==> src/rtl/i2c_pkg.sv <==
// Shared I2C definitions: master command codes plus the sequencer's step/state
// encodings and the step-to-command decode used to drive the master.
package i2c_pkg;

  localparam int CMD_W = 3;

  typedef enum logic [CMD_W-1:0] {
    CMD_START   = 3'd0,
    CMD_RESTART = 3'd1,
    CMD_STOP    = 3'd2,
    CMD_RD      = 3'd3,
    CMD_WR      = 3'd4
  } cmd_e;

  typedef enum logic [2:0] {
    STEP_START,
    STEP_DEV_W,
    STEP_REG,
    STEP_DATA,
    STEP_RESTART,
    STEP_DEV_R,
    STEP_RD,
    STEP_STOP
  } step_e;

  typedef enum logic [2:0] {
    ST_IDLE,
    ST_ISSUE,
    ST_WAIT_DONE,
    ST_WAIT_GAP,
    ST_RESP
  } state_e;

  typedef struct packed {
    cmd_e       cmd;
    logic [7:0] din;
  } mcmd_t;

  function automatic mcmd_t step_decode(input step_e step, input logic [6:0] dev,
                                        input logic [7:0] reg_addr, input logic [7:0] wdata);
    mcmd_t c;
    c.cmd = CMD_STOP;
    c.din = 8'h00;
    case (step)
      STEP_START:   c.cmd = CMD_START;
      STEP_DEV_W:   begin c.cmd = CMD_WR; c.din = {dev, 1'b0}; end
      STEP_REG:     begin c.cmd = CMD_WR; c.din = reg_addr; end
      STEP_DATA:    begin c.cmd = CMD_WR; c.din = wdata; end
      STEP_RESTART: c.cmd = CMD_RESTART;
      STEP_DEV_R:   begin c.cmd = CMD_WR; c.din = {dev, 1'b1}; end
      // Single-byte read: NACK the byte so the slave releases SDA before STOP
      STEP_RD:      begin c.cmd = CMD_RD; c.din = 8'h01; end
      default:      c.cmd = CMD_STOP;
    endcase
    return c;
  endfunction

  function automatic step_e step_next(input step_e step, input logic rw);
    step_e n;
    n = STEP_STOP;
    case (step)
      STEP_START:   n = STEP_DEV_W;
      STEP_DEV_W:   n = STEP_REG;
      STEP_REG:     n = rw ? STEP_RESTART : STEP_DATA;
      STEP_RESTART: n = STEP_DEV_R;
      STEP_DEV_R:   n = STEP_RD;
      default:      n = STEP_STOP;
    endcase
    return n;
  endfunction

endpackage

==> src/rtl/i2c_cmd_seq.sv <==
// Register-transaction sequencer: expands one register read/write request into
// the I2C master command stream and reports read data plus NACK/timeout status.
module i2c_cmd_seq
  import i2c_pkg::*;
#(
  parameter int TIMEOUT = 4096
) (
  input  logic             clk,
  input  logic             reset,
  input  logic             req_valid,
  output logic             req_ready,
  input  logic             req_rw,
  input  logic [6:0]       req_dev,
  input  logic [7:0]       req_reg,
  input  logic [7:0]       req_wdata,
  output logic             resp_valid,
  output logic [7:0]       resp_rdata,
  output logic             resp_nack,
  output logic             resp_tmo,
  output logic [CMD_W-1:0] m_cmd,
  output logic [7:0]       m_din,
  output logic             m_wr,
  input  logic             m_ready,
  input  logic             m_done,
  input  logic             m_ack,
  input  logic [7:0]       m_dout
);

  localparam int CNT_W = $clog2(TIMEOUT);
  localparam logic [CNT_W-1:0] CNT_MAX = CNT_W'(TIMEOUT - 1);

  state_e           state_q, state_d;
  step_e            step_q, step_d;
  logic [CNT_W-1:0] cnt_q, cnt_d;
  logic             rw_q, rw_d;
  logic [6:0]       dev_q, dev_d;
  logic [7:0]       reg_q, reg_d;
  logic [7:0]       wdata_q, wdata_d;
  logic [7:0]       rdata_q, rdata_d;
  logic             nack_q, nack_d;
  logic             tmo_q, tmo_d;
  cmd_e             cmd_q, cmd_d;
  logic [7:0]       din_q, din_d;

  mcmd_t cur;
  logic  expired;

  assign cur     = step_decode(step_q, dev_q, reg_q, wdata_q);
  assign expired = (cnt_q == CNT_MAX);

  always_ff @(posedge clk) begin
    if (reset) begin
      state_q <= ST_IDLE;
      step_q  <= STEP_START;
      cnt_q   <= '0;
      rw_q    <= 1'b0;
      dev_q   <= '0;
      reg_q   <= '0;
      wdata_q <= '0;
      rdata_q <= '0;
      nack_q  <= 1'b0;
      tmo_q   <= 1'b0;
      cmd_q   <= CMD_STOP;
      din_q   <= '0;
    end else begin
      state_q <= state_d;
      step_q  <= step_d;
      cnt_q   <= cnt_d;
      rw_q    <= rw_d;
      dev_q   <= dev_d;
      reg_q   <= reg_d;
      wdata_q <= wdata_d;
      rdata_q <= rdata_d;
      nack_q  <= nack_d;
      tmo_q   <= tmo_d;
      cmd_q   <= cmd_d;
      din_q   <= din_d;
    end
  end

  always_comb begin
    state_d = state_q;
    step_d  = step_q;
    rw_d    = rw_q;
    dev_d   = dev_q;
    reg_d   = reg_q;
    wdata_d = wdata_q;
    rdata_d = rdata_q;
    nack_d  = nack_q;
    tmo_d   = tmo_q;
    cmd_d   = cmd_q;
    din_d   = din_q;
    case (state_q)
      ST_IDLE: begin
        if (req_valid) begin
          state_d = ST_ISSUE;
          step_d  = STEP_START;
          rw_d    = req_rw;
          dev_d   = req_dev;
          reg_d   = req_reg;
          wdata_d = req_wdata;
          rdata_d = 8'h00;
          nack_d  = 1'b0;
          tmo_d   = 1'b0;
        end
      end
      ST_ISSUE: begin
        if (m_ready) begin
          cmd_d   = cur.cmd;
          din_d   = cur.din;
          state_d = (cur.cmd == CMD_WR || cur.cmd == CMD_RD) ? ST_WAIT_DONE : ST_WAIT_GAP;
        end else if (expired) begin
          tmo_d = 1'b1;
          if (step_q == STEP_STOP) state_d = ST_RESP;
          else                     step_d  = STEP_STOP;
        end
      end
      ST_WAIT_DONE: begin
        // A done tick in the expiry cycle still completes the byte normally
        if (m_done) begin
          state_d = ST_ISSUE;
          if (step_q == STEP_RD) begin
            rdata_d = m_dout;
            step_d  = step_next(step_q, rw_q);
          end else if (m_ack) begin
            nack_d = 1'b1;
            step_d = STEP_STOP;
          end else begin
            step_d = step_next(step_q, rw_q);
          end
        end else if (expired) begin
          tmo_d   = 1'b1;
          step_d  = STEP_STOP;
          state_d = ST_ISSUE;
        end
      end
      ST_WAIT_GAP: begin
        if (step_q == STEP_STOP) state_d = ST_RESP;
        else begin
          step_d  = step_next(step_q, rw_q);
          state_d = ST_ISSUE;
        end
      end
      ST_RESP:  state_d = ST_IDLE;
      default:  state_d = ST_IDLE;
    endcase

    // Fresh budget whenever the state or step changes; saturate otherwise
    if (state_d != state_q || step_d != step_q)
      cnt_d = '0;
    else if ((state_q == ST_ISSUE || state_q == ST_WAIT_DONE) && !expired)
      cnt_d = cnt_q + 1'b1;
    else
      cnt_d = cnt_q;
  end

  always_comb begin
    req_ready  = 1'b0;
    m_wr       = 1'b0;
    m_cmd      = cmd_q;
    m_din      = din_q;
    resp_valid = 1'b0;
    resp_rdata = 8'h00;
    resp_nack  = 1'b0;
    resp_tmo   = 1'b0;
    if (!reset) begin
      case (state_q)
        ST_IDLE:  req_ready = 1'b1;
        ST_ISSUE: begin
          if (m_ready) begin
            m_wr  = 1'b1;
            m_cmd = cur.cmd;
            m_din = cur.din;
          end
        end
        ST_RESP: begin
          resp_valid = 1'b1;
          resp_nack  = nack_q;
          resp_tmo   = tmo_q;
          if (rw_q && !nack_q && !tmo_q) resp_rdata = rdata_q;
        end
        default: ;
      endcase
    end
  end

endmodule

==> config.mk <==
export PLATFORM = sky130hd
export DESIGN_NAME = i2c_cmd_seq
export DESIGN_NICKNAME = d
export VERILOG_FILES = /design/src/rtl/i2c_pkg.sv /design/src/rtl/i2c_cmd_seq.sv
export SDC_FILE = /design/constraint.sdc
export NUM_CORES = 1
export LEC_CHECK = 0
export CAP_MARGIN = 0
export CORE_AREA = 2 2 81 83
export CTS_CLUSTER_SIZE = 20
export DETAILED_ROUTE_END_ITERATION = 10
export DIE_AREA = 0 0 83 85
export GPL_TIMING_DRIVEN = 1
export HOLD_SLACK_MARGIN = 0.08
export PLACE_DENSITY = 0.82
export SLEW_MARGIN = 20
export SYNTH_ARGS = -nofsm -noshare
export SYNTH_HDL_FRONTEND = slang
export SYNTH_SLANG_ARGS = --single-unit
==> constraint.sdc <==
create_clock -name clk -period 3.3 [get_ports clk]
set_input_delay 0.66 -clock clk [delete_from_list [all_inputs] [get_ports clk]]
set_output_delay 0.66 -clock clk [all_outputs]
set_load 0.02 [all_outputs]
After elaboration in Yosys (flattened, before gate mapping). Index checks and enable logic that the tools add are counted.

Register bits: 63. Latch bits: 0. RAM bits: 0. Bits in read-only memories: 0. Input bits: 38. Output and inout bits: 24. Logic and storage cells: 111. Memories: 0.

Add/sub/neg operators: 1. Multiply operators: 0. Divide/modulo/power cells: 0. $lt $le $gt $ge: 0. Equal/unequal tests: 23. Shifts and indexed selects: 0. Multiplexer cells: 56. Bitwise operators: 0. Reductions and logical operators: 19.

Operator list (count): $mux W8 (9); $mux W3 (20); $pmux W8 S5 (1); $pmux W3 S4 (3); $mux W1 (19); $eq A3 B3 Y1 const B (6); $pmux W8 S2 (1); $eq A3 B2 Y1 const B (5); $pmux W3 S5 (1); $ne A2 B2 Y1 const B (7); $add A12 B1 Y12 const B (1); $eq A12 B12 Y1 const B (1); $reduce_and A4 Y1 (2); $eq A3 B1 Y1 const B (2); $logic_not A3 Y1 (2); $ne A3 B3 Y1 (2); $reduce_and A5 Y1 (1); $reduce_or A4 Y1 (1); $logic_and A1 B1 Y1 (3); $logic_not A1 Y1 (3); $logic_or A1 B1 Y1 (3); $pmux W1 S3 (1); $reduce_bool A3 Y1 (1); $pmux W1 S2 (1); 3 further kinds (3).

Depth between registers and ports, before layout. Gate-level depths: netlist of run 1.

Depth after elaboration: 11. Mapped depth: 8. Depth with buffers taken out: 6.

Least setup slack after synthesis of run 1. Ideal clock, no wire load.

Path kind: register -> output. Start point: register state_q[1]. End point: output resp_rdata[0]. Arrival time: 2.060 ns. Data required time: 2.640 ns. Setup slack: 0.580 ns. Cell stages (with the launch flop): 6. Buffers on the path: 2. Path through: dfxtp_1 buf_4 clkbuf_1 nor4_1 and3_1 and2_1.

Longest elaborated chain between the ends: 3.

Ends and longest elaborated chain: from (decl) (RTL line i2c_cmd_seq.sv:32) `state_e state_q, state_d;`; from (signal assigned) (RTL line i2c_cmd_seq.sv:66) `state_q <= state_d;`; $eq A3 B3 Y1 (RTL line i2c_cmd_seq.sv:167) `case (state_q)`; $mux W8 (RTL line i2c_cmd_seq.sv:167); $mux W8 (RTL line i2c_cmd_seq.sv:166) `if (!reset) begin`; to (decl) (RTL line i2c_cmd_seq.sv:17) `output logic [7:0] resp_rdata,`.

No other way between the ends.

Worst setup path after layout of run 1.
Start point: input m_ready. End point: output m_wr.

Longest elaborated chain between the ends: 3.

Ends and longest elaborated chain: from (decl) (RTL line i2c_cmd_seq.sv:23) `input logic m_ready,`; $mux W1 (RTL line i2c_cmd_seq.sv:170) `if (m_ready) begin`; $mux W1 (RTL line i2c_cmd_seq.sv:167); $mux W1 (RTL line i2c_cmd_seq.sv:166); to (decl) (RTL line i2c_cmd_seq.sv:22) `output logic m_wr,`.

No other way between the ends.

==> impl_metrics.ini, run 1 <==
[setup_path]
end_kind = output pin
critPathMaxStageDelay_ns = 0.60
path_delay_family = buffers and inverters
arrival_ns = 2.50
critical_path_required_ns = 2.64
worst_path_max_delay_cell = clkdlybuf4s50_1
crit_path_max_fanout = 12
critPathLaunchType = primary input
path_buf_inv = 4
path_cells = clkdlybuf4s50_1 -> nor2b_2 -> nand2_1 -> buf_4 -> nor2_1 -> buf_4 -> clkdlybuf4s50_1
path_class = primary input to output pin

[yosys]
yosys_warnings = 0
synth_top_family_by_area = simple AND/OR/NAND/NOR gates
synth.distinct_cells = 48
yosys-top-cells-area = dfxtp_1, nand2_1, a21oi_1, nor4_2, xnor2_1
synth_seq_area_share = 0.382
netlist_instances = 401
synth_xor_area_frac = 0.0319
synthSimpleGateAreaFrac = 0.309
avgSynthCellArea_um2 = 8.23
synthesis.area_mm2 = 0.00330
synthAdderAreaFrac = 0.00379
async_reset_ff_frac = 0
synthMuxAreaShare = 0.00986
synth_top_area_cell = dfxtp_1
synth_compound_area_frac = 0.207
netlist.area_leader.share = 0.382
synth-edff-count = 0
syn-num-nets = 440
yosys_register_bits = 63
synthFlopType = dfxtp_1

[final_layout]
finalNetCount = 505
layout_commonest_cell = nand2_1
final_cell_area_mm2 = 0.00424
areaGrowthSynthToFinish_pct = 28.6
final_cell_mix = nand2_1, dfxtp_1, clkdlybuf4s50_1
antenna_cells = 0
drive_above_1_share = 0.146

[placement]
postPlaceCellArea_mm2 = 0.00402
dpl_worst_slack_ns = -0.102
gp_congestion = 0.927
hpwl_mm = 5.68
io_buffers = 61

[grt]
gr-total-overflow = 0
grt_max_degree = 30
grt_pass1_wl_mm = 13.8
grt_pass1_vias = 3038
antenna_found_initial = 0
grt_use_total = 0.238

[detailed_routing]
drtIter0Drc = 321
routedWlPerCell_um = 15.2
vias_per_cell = 5.86
antenna_left = 0
routed-via-count = 3210
firstDrtPassIters = 4
wl_mm = 8.32
drc = 0

[power]
powerDensity_mw_per_mm2 = 446
power.leakage_nw = 1.57
max-vdd-ir-drop_v = 0.000271
p_total_mw = 1.89

[floorplan]
die_w_um = 83
coreArea_mm2 = 0.00620
initial_core_util = 0.532
rows = 29
io_pins = 62
die_height_um = 85
dieArea_mm2 = 0.00706

[sta]
setup_violations = 0
maxSlewHeadroom = 0.639
min_period_ns = 3.16
grt_setup_unrepaired = no
fmax_mhz = 316
tightest_slew_ns = 0.539
hold_violations = 0
layout_setup_ws_ns = 0.140
min_period_over_period = 0.958
drv_slew = 0
finalClockSkew_ns = 0.00718

[run]
maxCapViolCount = 0

[clocking]
clock_latency_ns = 0.34
cts_tree = built
postCtsHoldBufs = 0
clock_sinks = 63
cts_buffer_depth = 2
root_buffer = clkbuf_8
cts_htree_levels = 3
path_clk_slew_ns = 0.07
cts_buffers = 9

[status]
run_status = complete, no violations

[worst_hold_path]
hold_path_class = flip-flop to flip-flop
worst min-delay path, delay by kind of cell (launching register included):
kind,cells,cell delay (ns)
AO/OA/AOI/OAI,1,0.05
flip-flops,1,0.31
AND/OR/NAND/NOR,1,0.05
kinds of logic (layout without fill, tap and decap cells):
group,Yosys count,in the layout
and+or+nand+nor,181,181
AOI/OAI and AO/OA,104,104
DFF,63,63
buffers and inverters,37,107
xor gates and xnor gates,12,12
muxes,3,3
adders and majority gates,1,1
sequential cells by signal (all words and copies together) (netlist names), 3 cells and up:
signal and flops:
cmd_q 3, cnt_q 12, dev_q 7, din_q 8, rdata_q 8, reg_q 8
state_q 3, step_q 3, wdata_q 8
synthesized netlist by cell type, types with 2 or more instances:
master / count
nand2_1: 70
dfxtp_1: 63
a21oi_1: 39
nor2_1: 18
clkbuf_1: 17
nor3_1: 15
o21ai_0: 15
nor4_2: 13
and2_1: 12
nand4_1: 12
xnor2_1: 12
a21o_1: 10
a221oi_1: 8
nand3_1: 8
a22o_1: 7
nor2b_1: 7
buf_2: 6
buf_4: 5
inv_1: 5
a211oi_1: 4
a31oi_1: 4
nor3_2: 4
nor4_1: 4
and4_4: 3
buf_6: 3
nand2b_1: 3
nor3b_1: 3
a211o_1: 2
a211oi_2: 2
a22oi_1: 2
a311oi_1: 2
and3_1: 2
mux2_2: 2
nor4b_1: 2
o21ai_1: 2
o31ai_1: 2
or3b_1: 2
routing by layer:
metal,global-route usage,wire (um)
met5,0,0
met4,0.121,204
met3,0.0486,440
met2,0.400,4080
met1,0.292,3600
layout make-up:
cell class / instances / area, um2
clock buffers: 11 / 151
clock inverters: 5 / 80.1
fillers: 498 / 1960
inverters: 6 / 22.5
multi-input cells: 301 / 1850
flip-flops and latches: 63 / 1260
well taps: 77 / 96.3
repair buffers: 85 / 779
worst paths after layout:
kind	startpoint	to	slack, ns	cells after the start
worst min register to register	rdata_q[0]	rdata_q[0]	0.45	2
worst max-delay path	m_ready	m_wr	0.14	7
worst max register to register	step_q[0]	cnt_q[10]	1.07	7
worst min-delay path	rdata_q[0]	rdata_q[0]	0.45	2
per-stage QoR:
stage	TNS [ns]	instances	hold WS (ns)	util
2_1_floorplan	0	401	0.427	-
4_1_cts	0	548	0.457	0.683
3_5_place_dp	-0.552	532	0.441	0.647
3_3_place_gp	-0.397	532	0.434	0.647
5_1_grt	0	548	0.472	0.684
6_report	0	548	0.454	0.684
what timing repair did:
item,4_1_cts,5_1_grt
resized for setup,10,2
setup endpoints to repair,11,2
setup buffers,0,0
where the power goes:
part | internal, mW | switching, mW | leakage, nW
sequential | 0.794 | 0.0217 | 0.513
clock | 0.465 | 0.301 | 0.112
combinational | 0.136 | 0.174 | 0.947
total | 1.39 | 0.496 | 1.57
Note: power is estimated with default switching activity, not from simulation.
==> inputs of run 2 (changes only) <==
Settings changed: CAP_MARGIN 0 to 25, HOLD_SLACK_MARGIN 0.08 to 0.05.
==> results of run 2 <==
Final layout, timing and power as in run 1 (identical DEF).
